[config.mk]
export PLATFORM = sky130hd
export DESIGN_NAME = button_input_controller
export DESIGN_NICKNAME = d
export VERILOG_FILES = /design/src/rtl/button_input_controller.sv
export SDC_FILE = /design/constraint.sdc
export NUM_CORES = 1
export LEC_CHECK = 0
export CAP_MARGIN = 20
export CORE_ASPECT_RATIO = 0.6
export CORE_UTILIZATION = 66
export CTS_CLUSTER_DIAMETER = 60
export CTS_CLUSTER_SIZE = 20
export DETAILED_ROUTE_END_ITERATION = 8
export PLACE_DENSITY_LB_ADDON = 0.2
export SLEW_MARGIN = 5
export SYNTH_ARGS = -nofsm -noshare
export SYNTH_HDL_FRONTEND = slang
export SYNTH_SLANG_ARGS = --single-unit
[constraint.sdc]
create_clock -name clock_100mhz -period 6 [get_ports clock_100mhz]
set_input_delay 1.8 -clock clock_100mhz [delete_from_list [all_inputs] [get_ports clock_100mhz]]
set_output_delay 1.8 -clock clock_100mhz [all_outputs]
set_load 0.005 [all_outputs]
[src/rtl/button_input_controller.sv]
`default_nettype none
// ============================================================================
// Module      : button_input_controller
// Description : Samples raw push-buttons and slide switches, synchronises and
//               debounces each one, keeps sticky press flags that the CPU
//               clears explicitly, and presents everything as a 32-bit word.
// Ports       :
//   clock_100mhz  in   1             system clock, rising edge
//   reset_n       in   1             asynchronous active-low reset
//   buttons_raw   in   NUM_BUTTONS   raw button pins, 1 = pressed
//   switches_raw  in   NUM_SWITCHES  raw switch pins, 1 = up
//   clear_strobe  in   1             clear sticky flags selected by clear_mask
//   clear_mask    in   NUM_BUTTONS   per-button clear select
//   input_word    out  32            {event, flags[6:0], buttons[7:0], switches[15:0]}
//   press_pulse   out  NUM_BUTTONS   one-cycle pulse per debounced press
//   event_pending out  1             OR of all sticky press flags
// Revision    : 1.0  initial release
// ============================================================================
module button_input_controller #(
  parameter int NUM_BUTTONS     = 5,
  parameter int NUM_SWITCHES    = 16,
  parameter int SYNC_STAGES     = 2,
  parameter int DEBOUNCE_CYCLES = 1000000
) (
  input  logic                    clock_100mhz,
  input  logic                    reset_n,
  input  logic [NUM_BUTTONS-1:0]  buttons_raw,
  input  logic [NUM_SWITCHES-1:0] switches_raw,
  input  logic                    clear_strobe,
  input  logic [NUM_BUTTONS-1:0]  clear_mask,
  output logic [31:0]             input_word,
  output logic [NUM_BUTTONS-1:0]  press_pulse,
  output logic                    event_pending
);

  localparam int N_IN = NUM_BUTTONS + NUM_SWITCHES;
  localparam int CW   = (DEBOUNCE_CYCLES > 2) ? $clog2(DEBOUNCE_CYCLES) : 1;

  // The sample that moves the FSM out of IDLE is already the first of the
  // DEBOUNCE_CYCLES differing samples, so the change is accepted while the
  // counter holds DEBOUNCE_CYCLES-2, i.e. on the DEBOUNCE_CYCLES-th sample.
  // This gives a raw-step-to-stable latency of SYNC_STAGES+DEBOUNCE_CYCLES.
  localparam logic [CW-1:0] c_cnt_last = CW'(DEBOUNCE_CYCLES - 2);

  typedef enum logic [0:0] {
    IDLE     = 1'b0,
    COUNTING = 1'b1
  } state_t;

  // Buttons occupy the low bits, switches the high bits.
  logic [N_IN-1:0]        w_raw;
  logic [N_IN-1:0]        w_stable;
  logic [NUM_BUTTONS-1:0] w_rise;
  logic [NUM_BUTTONS-1:0] r_pulse;
  logic [NUM_BUTTONS-1:0] r_sticky;
  logic [NUM_BUTTONS-1:0] w_clr;

  assign w_raw = {switches_raw, buttons_raw};

  for (genvar gi = 0; gi < N_IN; gi++) begin : g_in
    logic [SYNC_STAGES-1:0] r_sync;
    logic                   w_sync;
    logic                   r_stable;
    state_t                 r_state;
    logic [CW-1:0]          r_cnt;
    logic                   w_accept;

    assign w_sync   = r_sync[SYNC_STAGES-1];
    assign w_accept = (r_state == COUNTING) && (w_sync != r_stable) &&
                      (r_cnt == c_cnt_last);

    always_ff @(posedge clock_100mhz or negedge reset_n) begin
      if (!reset_n) begin
        r_sync   <= '0;
        r_stable <= 1'b0;
        r_state  <= IDLE;
        r_cnt    <= '0;
      end else begin
        r_sync <= {r_sync[SYNC_STAGES-2:0], w_raw[gi]};
        case (r_state)
          IDLE: begin
            r_cnt <= '0;
            if (w_sync != r_stable) begin
              r_state <= COUNTING;
            end
          end
          COUNTING: begin
            if (w_sync == r_stable) begin
              // Input bounced back before being confirmed.
              r_state <= IDLE;
              r_cnt   <= '0;
            end else if (r_cnt == c_cnt_last) begin
              r_stable <= w_sync;
              r_state  <= IDLE;
              r_cnt    <= '0;
            end else begin
              r_cnt <= r_cnt + 1'b1;
            end
          end
          default: begin
            r_state <= IDLE;
            r_cnt   <= '0;
          end
        endcase
      end
    end

    assign w_stable[gi] = r_stable;

    if (gi < NUM_BUTTONS) begin : g_btn
      // Press detected on the same edge that the debounced level rises.
      assign w_rise[gi] = w_accept & w_sync;
    end
  end

  assign w_clr = clear_strobe ? clear_mask : '0;

  always_ff @(posedge clock_100mhz or negedge reset_n) begin
    if (!reset_n) begin
      r_pulse  <= '0;
      r_sticky <= '0;
    end else begin
      r_pulse  <= w_rise;
      // A new press overrides a coincident clear.
      r_sticky <= (r_sticky & ~w_clr) | w_rise;
    end
  end

  assign press_pulse   = r_pulse;
  assign event_pending = |r_sticky;

  always_comb begin
    input_word        = '0;
    input_word[15:0]  = 16'(w_stable[N_IN-1:NUM_BUTTONS]);
    input_word[23:16] = 8'(w_stable[NUM_BUTTONS-1:0]);
    input_word[30:24] = 7'(r_sticky);
    input_word[31]    = |r_sticky;
  end

endmodule
`default_nettype wire

==> metrics.md, run 1 <==
| Metric | Value |
|---|---|
| Status | `completed` |
| Drt drc | `0` |
| Clock buffer count from CTS | `30` |
| Htree depth | `1` |
| Vias/cell | `6.03` |
| # clock sinks | `514` |
| Top-count cell post-synth | `dfrtp_1` |
| First-pass GRT wire length | `83800 um` |
| IR drop worst, VDD | `about 200 uV` |
| Worst Hold Class | `reg -> reg` |
| Largest net degree at the start of global routing | `121` |
| Finish-stage setup viols | `0` |
| Clk buf depth | `3` |
| GPL Wtd Cong | `between 0.8 and 0.9` |
| Crit path launch type | `register` |
| Non-Filler Instances | `3032` |
| Pwr Density | `roughly 220 nW/um^2` |
| Post-synth ARST share | `100%` |
| IO Port Bufs | `61` |
| Slowest stage cell, crit path | `dfrtp_1` |
| Die area | `38300 sq um` |
| Critical Path Fanout Max | `3` |
| Skew final | `approximately 10 ps` |
| Max Fclk | `about 0.28 GHz` |
| Nets | `2592` |
| Sequential-to-total area share from yosys stat | `51.9%` |
| Hold Violations, Final | `0` |
| Crit path time final | `3610 ps` |
| Core Box Area | `36600 sq um` |
| First-pass DRT Iterations | `5` |
| Pins Over Slew Limit | `0` |
| Seq pwr share | `approximately 61%` |
| Actual slew at the worst max-slew pin | `between 800 and 900 ps` |
| Area of the multi-input gates | `11100 sq um` |
| Comb pwr share | `3.4%` |
| # resized after CTS | `0` |
| Yosys warnings | `0` |
| Final wirelength | `48400 um` |
| Crit path cell chain | `nor3_1 -> nand2_1 -> clkdlybuf4s50_1` |
| CP required | `4200 ps` |
| Max stage delay on crit path | `approximately 460 ps` |
| EDFF count, synth | `0` |
| Clk_lat worst skew | `roughly 600 ps` |
| Placed cells | `2993` |
| Starting Density | `67.7%` |
| Syn-to-layout area delta | `7.46%` |
| TritonCTS clock tree | `yes` |
| Routed vias | `18300` |
| DR WL/cell | `16.0 um` |
| Root Buffer | `clkbuf_16` |
| Net Sw Frac | `22.3%` |
| P_int | `4.50 mW` |
| List of most frequent post-synthesis cells | `dfrtp_1 (514), nor2_1 (355), xnor2_1 (176)` |
| Post-detailed-route count of antenna-violating nets | `0` |
| Vias in the first global route | `around 18000` |
| GRT Util Overall | `25.7%` |
| Clock power frac | `a little over a third` |
| Hold_buf cts | `0` |
| Data arrival time of the worst path | `1810 ps` |
| RSZ-0062 raised after global routing | `no` |
| Chip height | `152 um` |
| Share of cells above drive strength 1 | `about 4.5%` |
| Fill count | `2708` |
| Row Count | `54` |
| Sequential Area | `12900 sq um` |
| FF+latch count, synth | `514` |
| Largest cells by area after synthesis | `dfrtp_1 (52%), xnor2_1 (6.2%), nor2_1 (5.4%)` |
| Final Cycle Share | `60.1%` |
| Yosys top cell by area | `dfrtp_1` |
| WS Path Type | `reg -> out` |
| Pleak | `approximately 10 nW` |
| Grt ovf | `0` |
| Io pins | `67` |
| Slew HR | `43.1%` |
| Setup repair bufs after CTS | `0` |
| Yosys top cell area share | `51.9%` |
| Syn Inst Count | `2498` |
| Clock-pin slew on the worst setup and hold paths | `80 ps` |
| Max-capacitance violation count | `0` |
| Die X | `252 um` |
| Synth Cell Area | `24800 sq um` |
| CP Capture Type | `primary output` |
| Setup TNS | `0 ps` |
| Initial antenna violation count | `1` |
| DP HPWL | `33100 um` |
| Count of cell types in the netlist | `52` |
| Switch Pwr | `1.29 mW` |
| Average size of a mapped cell | `9.92 sq um` |
| DRT iter0 DRCs | `1504` |
| Synth Flop Type | `dfrtp_1` |
worst max-delay path: cells and delay by family, from the launching register on:
| family | cells | cell delay [ps] |
|---|---|---|
| DFF | 1 | 460 |
| buffers and inverters | 1 | 450 |
| and+or+nand+nor | 2 | 310 |
metal layers:
metal | global-route usage (%) | wire length [um] | vias up
met5 | 0 | 0 | -
met1 | 39.1 | 23400 | 9052
li1 | - | - | 8817
met4 | 4.85 | 720 | 0
met2 | 40.4 | 22400 | 363
met3 | 3.17 | 1870 | 52
stage by stage:
step	worst slack (ps)	hold WS [ps]	instance area [sq um]	utilization (%)	power, mW
after global placement	2890	332	25800	70.4	3.79
final	2390	350	26600	72.7	5.79
after detailed placement	2890	335	25800	70.4	3.79
after CTS	2360	354	26600	72.7	5.85
after floorplan	3410	331	24800	-	3.67
after global routing	2260	355	26600	72.7	5.99
layout by cell type (no fill, tap or decap), types with 5 or more instances in the layout:
cell             synthesis  final
dfrtp_1                514    514
nor2_1                 355    355
xnor2_1                176    176
nand3_1                151    151
nand2_1                140    140
xor2_1                 116    116
nand4_1                107    107
a21oi_1                106    106
inv_1                   92     92
or4_1                   86     86
nor3_1                  75     75
nor4_1                  63     63
clkdlybuf4s50_1          0     60
o21ai_0                 56     56
or3_1                   52     52
o31ai_1                 47     47
ha_1                    42     42
and3_1                  31     31
clkbuf_16                0     31
and4_1                  22     22
mux2_2                  20     20
buf_4                   27     19
or2_2                   18     18
o211ai_1                16     16
and2_1                  16     16
nand4b_1                14     14
nor4b_1                 13     13
o31a_1                  13     13
nand2b_1                11     11
nor4bb_1                 9      9
or4b_1                   5      5
conb_1                   1      5
final cells by class:
class | instances | area share (%)
tap | 504 | 2.37
antenna | 1 | 0.00940
inverter | 92 | 1.30
multi-input combinational | 1799 | 41.7
clock buffer | 35 | 3.05
timing repair buffer | 84 | 3.15
sequential | 514 | 48.3
clock inverter | 3 | 0.0940
power by group through the flow:
| stage | Sequential, mW | Combinational, mW | Clock [mW] |
|---|---|---|---|
| floorplan | 3.59 | 0.0808 | 0 |
| global placement | 3.59 | 0.194 | 0 |
| detailed placement | 3.59 | 0.200 | 0 |
| CTS | 3.52 | 0.201 | 2.12 |
| global route | 3.53 | 0.225 | 2.23 |
| finish | 3.52 | 0.194 | 2.07 |
path summary, 6_finish.rpt:
check                      slack [ps]                   startpoint                            to  cells after the start
max reg2reg                      3610   g_in[3].r_cnt[6]$_DFF_PN0_         r_sticky[3]$_DFF_PN0_                      4
max in group asynchronous        3560                      reset_n   g_in[16].r_cnt[8]$_DFF_PN0_                      2
max                              2390        r_sticky[2]$_DFF_PN0_                input_word[31]                      3
min                               350  g_in[6].r_sync[0]$_DFF_PN0_   g_in[6].r_sync[1]$_DFF_PN0_                      0
min in group asynchronous        1260                      reset_n  g_in[11].r_cnt[17]$_DFF_PN0_                      1
min reg2reg                       350  g_in[6].r_sync[0]$_DFF_PN0_   g_in[6].r_sync[1]$_DFF_PN0_                      0
sequential cells by signal (all words and copies together) (netlist names):
| name | flops |
|---|---|
| g_in.r_sync | 42 |
| press_pulse | 5 |
| g_in.r_state | 21 |
| g_in.r_stable | 21 |
| r_sticky | 5 |
| g_in.r_cnt | 420 |
kinds of logic after synthesis:
logic type               share of synthesized area, %
flip-flops                                       51.9
AO/OA/AOI/OAI                                    6.14
AND/OR/NAND/NOR                                  25.2
XOR/XNOR                                         10.3
buffers and inverters                            3.37
adder cells (fa/ha/maj)                          2.12
other                                          0.0151
multiplexers                                    0.970
No activity file was read; power rests on OpenSTA's default activity.
==> inputs of run 2 (changes only) <==
CORE_UTILIZATION = 62   (was 66)
clock period = 3.6 ns   (was 6 ns; I/O delays follow)
==> metrics.md, run 2 (same netlist as run 1, synthesis figures left out) <==
| Metric | Value |
|---|---|
| Fill count | `2976` |
| Starting Density | `63.1%` |
| Core Box Area | `between 30000 and 40000 sq um` |
| GPL Wtd Cong | `0.902` |
| Top reg by flops | `g_in.r_cnt` |
| Largest net degree at the start of global routing | `84` |
| Grt ovf | `0` |
| Status | `completed` |
| PnR worst setup slack | `729 ps` |
| Root Buffer | `clkbuf_16` |
| Clock-pin slew on the worst setup and hold paths | `80 ps` |
| Pwr Density | `363 nW/um^2` |
| Drt drc | `0` |
| Slew HR | `52.6%` |
| Final wirelength | `48100 um` |
| CP required | `2520 ps` |
| Largest register FFs | `420` |
| Syn-to-layout area delta | `7.87%` |
| Critical Path Fanout Max | `3` |
| Largest registers | `g_in.r_cnt (420), g_in.r_sync (42)` |
| Crit path launch type | `register` |
| Hold Violations, Final | `0` |
| Clk_lat worst skew | `~600 ps` |
| WS Path Type | `reg -> out` |
| IO Port Bufs | `61` |
| DR WL/cell | `15.7 um` |
| Routed vias | `~18000` |
| RSZ-0062 raised after global routing | `no` |
| Nets | `between 2000 and 3000` |
| Vias in the first global route | `about 17000` |
| Final core occ | `roughly two thirds` |
| Htree depth | `1` |
| Pleak | `approximately 10 nW` |
| IR drop worst, VDD | `approximately 370 uV` |
| Skew final | `about 12 ps` |
| Actual slew at the worst max-slew pin | `705 ps` |
| Initial antenna violation count | `0` |
| Setup TNS | `0 ps` |
| Non-Filler Instances | `just over 3000` |
| Max-capacitance violation count | `0` |
| Data arrival time of the worst path | `1790 ps` |
| # resized after CTS | `0` |
| Hold_buf cts | `0` |
| Commonest non-fill, non-tap cell in the layout | `dfrtp_1` |
| Worst reg2reg path startpoint | `g_in[12].r_cnt[13]$_DFF_PN0_` |
| Antenna fix cells | `0` |
| HP Start | `g_in[18].r_sync[0]$_DFF_PN0_` |
| Placed cells | `3015` |
| Crit path time final | `between 2000 and 3000 ps` |
| TritonCTS clock tree | `yes` |
| Sequential Area | `12900 sq um` |
| First-pass GRT wire length | `83400 um` |
| Io pins | `67` |
| Chip height | `about 160 um` |
| DP HPWL | `33600 um` |
| Worst Setup SP | `r_sticky[3]$_DFF_PN0_` |
| Post-detailed-route count of antenna-violating nets | `0` |
| DRT iter0 DRCs | `1578` |
| Vias/cell | `roughly 6` |
| # clock sinks | `between 500 and 600` |
| Clk buf depth | `3` |
| Place WS | `1130 ps` |
| Clock buffer count from CTS | `31` |
| CP Capture Type | `primary output` |
| First-pass DRT Iterations | `5` |
| Setup repair bufs after CTS | `0` |
| Die X | `260 um` |
| Max Fclk | `0.348 GHz` |
| GRT Util Overall | `24.3%` |
| Share of cells above drive strength 1 | `4.81%` |
| Final Cycle Share | `79.7%` |
| Pins Over Slew Limit | `0` |
| Die area | `40800 sq um` |
| Row Count | `56` |
| Area of the multi-input gates | `11100 sq um` |
| Worst Hold Class | `reg -> reg` |
| Finish-stage setup viols | `0` |
| Most frequent cells in the layout | `dfrtp_1 (514), nor2_1 (355), xnor2_1 (176)` |
-- run 2: changes by cell type in the layout (fill, tap and decap cells not counted), sizes merged --
cell | before | now
inv | 94 | 95
diode | 1 | 0
buf | 24 | 28
clkinv | 0 | 4
-- run 2: cell type report --
cell class	instances	share of cell area, %
Clock buffer	35	3.03
Clock inverter	8	0.243
Inverter	92	1.29
Multi-Input combinational cell	1799	41.6
Sequential cell	514	48.1
Tap cell	522	2.44
Timing Repair Buffer	88	3.30
-- run 2: critical path: stages (launching register included) --
cell and delay, ps:
dfrtp_1 410, nor3_1 190, nand2_1 110, clkdlybuf4s50_1 480
-- run 2: path summary, 6_finish.rpt --
kind	endpoint	slack, ps	depth (start not counted)
max	event_pending	730	3
min in group asynchronous	g_in[10].r_cnt[16]$_DFF_PN0_	430	1
min	g_in[18].r_sync[1]$_DFF_PN0_	350	0
min reg2reg	g_in[18].r_sync[1]$_DFF_PN0_	350	0
max reg2reg	g_in[12].r_cnt[8]$_DFF_PN0_	1120	5
max in group asynchronous	g_in[4].r_stable$_DFFE_PN0P_	2310	2
-- run 2: per-layer routing --
| layer | track usage (%) | up-vias | share of wire, % | wire (um) |
|---|---|---|---|---|
| li1 | - | 8844 | - | - |
| met1 | 36.6 | 8929 | 49 | 23400 |
| met2 | 37.4 | 424 | 44 | 21300 |
| met3 | 3.00 | 70 | 4.5 | 2170 |
| met4 | 6.18 | 0 | 2.5 | 1220 |
| met5 | 0.121 | - | 0 | 0 |
-- run 2: per-stage QoR --
| stage | cell area (sq um) | power (mW) | hold WS, ps |
|---|---|---|---|
| 2_1_floorplan | 24800 | 6.11 | 331 |
| 3_3_place_gp | 25900 | 6.31 | 333 |
| 3_5_place_dp | 25900 | 6.33 | 336 |
| 4_1_cts | 26700 | 9.81 | 354 |
| 5_1_grt | 26700 | 10.1 | 357 |
| 6_report | 26700 | 9.71 | 351 |
-- run 2: report_power, final --
part	internal, mW	switching (mW)	leakage [nW]
combinational	0.0946	0.232	2.89
sequential	5.82	0.0488	7.02
clock	1.61	1.90	0.431
==> inputs of run 3 (changes only) <==
CORE_UTILIZATION = 56   (was 62)
clock period = 2.31 ns   (was 3.6 ns; I/O delays follow)
==> metrics.md, run 3 (same netlist as run 1, synthesis figures left out) <==
| Metric | Value |
|---|---|
| Status | `completed` |
| Actual slew at the worst max-slew pin | `745 ps` |
| Largest register FFs | `420` |
| Crit path time final | `2240 ps` |
| Number of buffers and inverters on the critical path | `0` |
| Final Cycle Share | `between 90% and 100%` |
| Clock-pin slew on the worst setup and hold paths | `80 ps` |
| DP HPWL | `34800 um` |
| Pins Over Slew Limit | `0` |
| CP required | `~2700 ps` |
| R2R Path End | `g_in[16].r_stable$_DFFE_PN0P_` |
| Starting Density | `57.0%` |
| Most frequent cells in the layout | `dfrtp_1 (513), nor2_1 (355), xnor2_1 (176)` |
| IR drop worst, VDD | `519 uV` |
| Share of cells above drive strength 1 | `7.42%` |
| Tot Pwr | `15.8 mW` |
| Max-capacitance violation count | `0` |
| GPL Wtd Cong | `0.847` |
| Largest registers | `g_in.r_cnt (420), g_in.r_sync (42)` |
| Vias in the first global route | `approximately 18000` |
| Routed vias | `18500` |
| Post-detailed-route count of antenna-violating nets | `0` |
| Fill count | `3433` |
| Clock buffer count from CTS | `34` |
| Drt drc | `0` |
| Slew HR | `49.9%` |
| Max Fclk | `0.447 GHz` |
| Io pins | `between 60 and 70` |
| Hold_buf cts | `0` |
| DR WL/cell | `15.6 um` |
| Chip height | `165 um` |
| Nets | `2659` |
| Seq pwr share | `around 58%` |
| First-pass GRT wire length | `85600 um` |
| IO Port Bufs | `61` |
| Crit path cell chain | `or4_1 -> or4b_1 -> nor3_1 -> mux2_2` |
| Clk buf depth | `3` |
| Max stage delay on crit path | `570 ps` |
| P_int | `12.3 mW` |
| Largest net degree at the start of global routing | `58` |
| Htree depth | `2` |
| Top delay family on crit path | `simple AND/OR/NAND/NOR gates` |
| DRT iter0 DRCs | `1477` |
| GRT Util Overall | `a little under a quarter` |
| Die X | `274 um` |
| Row Count | `slightly below 60` |
| # clock sinks | `514` |
| Syn-to-layout area delta | `10.8%` |
| Non-Filler Instances | `3181` |
| Switch Pwr | `3.53 mW` |
| Grt ovf | `0` |
| Comb pwr share | `~3.5%` |
| Hold Violations, Final | `0` |
| Data arrival time of the worst path | `2660 ps` |
| TritonCTS clock tree | `yes` |
| Vias/cell | `5.82` |
| Final wirelength | `between 40000 and 50000 um` |
| Net Sw Frac | `between 20% and 30%` |
| Pwr Density | `around 580 nW/um^2` |
| Finish-stage setup viols | `0` |
| Die area | `between 40000 and 50000 sq um` |
| Antenna fix cells | `0` |
| Worst r2r path cells | `4` |
| RSZ-0062 raised after global routing | `yes` |
| Core Box Area | `43500 sq um` |
| First-pass DRT Iterations | `7` |
| Root Buffer | `clkbuf_16` |
| Final instance area | `27500 sq um` |
| Worst reg2reg path startpoint | `g_in[16].r_cnt[13]$_DFF_PN0_` |
| Critical Path Fanout Max | `5` |
| Skew final | `between 10 and 15 ps` |
| Pleak | `~11 nW` |
| Clk_lat worst skew | `530 ps` |
| Worst Hold Class | `in -> async` |
| Crit path launch type | `register` |
| Clock power frac | `38.7%` |
| WS Path Type | `reg -> reg` |
| CP Capture Type | `register` |
| R2R setup slack | `70 ps` |
| Commonest non-fill, non-tap cell in the layout | `dfrtp_1` |
| Top reg by flops | `g_in.r_cnt` |
| Initial antenna violation count | `0` |
| Slowest stage cell, crit path | `or4b_1` |
| Placed cells | `3124` |
| Placement Cell Area | `26300 sq um` |
[run 3: final cells by class]
| type | instances | area [sq um] | share of cell area, % |
|---|---|---|---|
| flip-flops and latches | 514 | 12900 | 46.9 |
| multi-input cells | 1799 | 11100 | 40.5 |
| repair buffers | 147 | 1350 | 4.93 |
| clock buffers | 39 | 933 | 3.40 |
| well taps | 579 | 724 | 2.64 |
| inverters | 92 | 345 | 1.26 |
| clock inverters | 11 | 113 | 0.410 |
[run 3: worst reg2reg max path: stages, from the launching register on]
cell and delay, ps:
dfrtp_1 430, or4_1 550, or4b_1 570, nor3_1 210, mux2_2 380
[run 3: how the worst max path moves through the flow]
stage | from | endpoint | slack, ps | cells past startpoint
final | g_in[16].r_cnt[13]$_DFF_PN0_ | g_in[16].r_stable$_DFFE_PN0P_ | 70 | 4
after global routing | g_in[7].r_cnt[7]$_DFF_PN0_ | g_in[7].r_cnt[10]$_DFF_PN0_ | -10 | 5
after CTS | g_in[13].r_cnt[13]$_DFF_PN0_ | g_in[13].r_cnt[17]$_DFF_PN0_ | 50 | 5
after detailed placement | g_in[3].r_cnt[6]$_DFF_PN0_ | g_in[3].r_stable$_DFFE_PN0P_ | 80 | 4
after global placement | g_in[3].r_cnt[6]$_DFF_PN0_ | g_in[3].r_stable$_DFFE_PN0P_ | 100 | 4
after floorplan | g_in[3].r_cnt[6]$_DFF_PN0_ | g_in[3].r_stable$_DFFE_PN0P_ | 100 | 4
[run 3: power groups by stage]
| stage | combinational, mW | clock [mW] | sequential [mW] |
|---|---|---|---|
| global route | 0.636 | 6.67 | 9.17 |
| CTS | 0.566 | 6.34 | 9.15 |
| detailed placement | 0.562 | 0 | 9.33 |
| global placement | 0.546 | 0 | 9.33 |
| floorplan | 0.210 | 0 | 9.31 |
| finish | 0.553 | 6.12 | 9.15 |
[run 3: layer usage]
layer	vias to the layer above	GRT usage (%)	part of all wire [%]
met5	-	0	0
met4	0	5.66	2.0
met3	58	2.89	4.1
met2	366	34.5	45
met1	9131	33.9	49
li1	8956	-	-
[run 3: stage by stage]
step	setup WS (ps)	TNS (ps)	hold WS (ps)	util, %
after CTS	54.5	0	108	63.0
after global routing	-9.83	-17.8	115	63.1
final	70.7	0	120	63.1
after detailed placement	75.8	0	335	60.6
after global placement	96.6	0	333	60.6
after floorplan	101	0	331	-
[run 3: what timing repair did]
action,4_1_cts,5_1_grt
pin swaps,0,1
cloned,0,2
resized for setup,3,9
endpoints found under the setup margin,3,60
buffers inserted,2,3
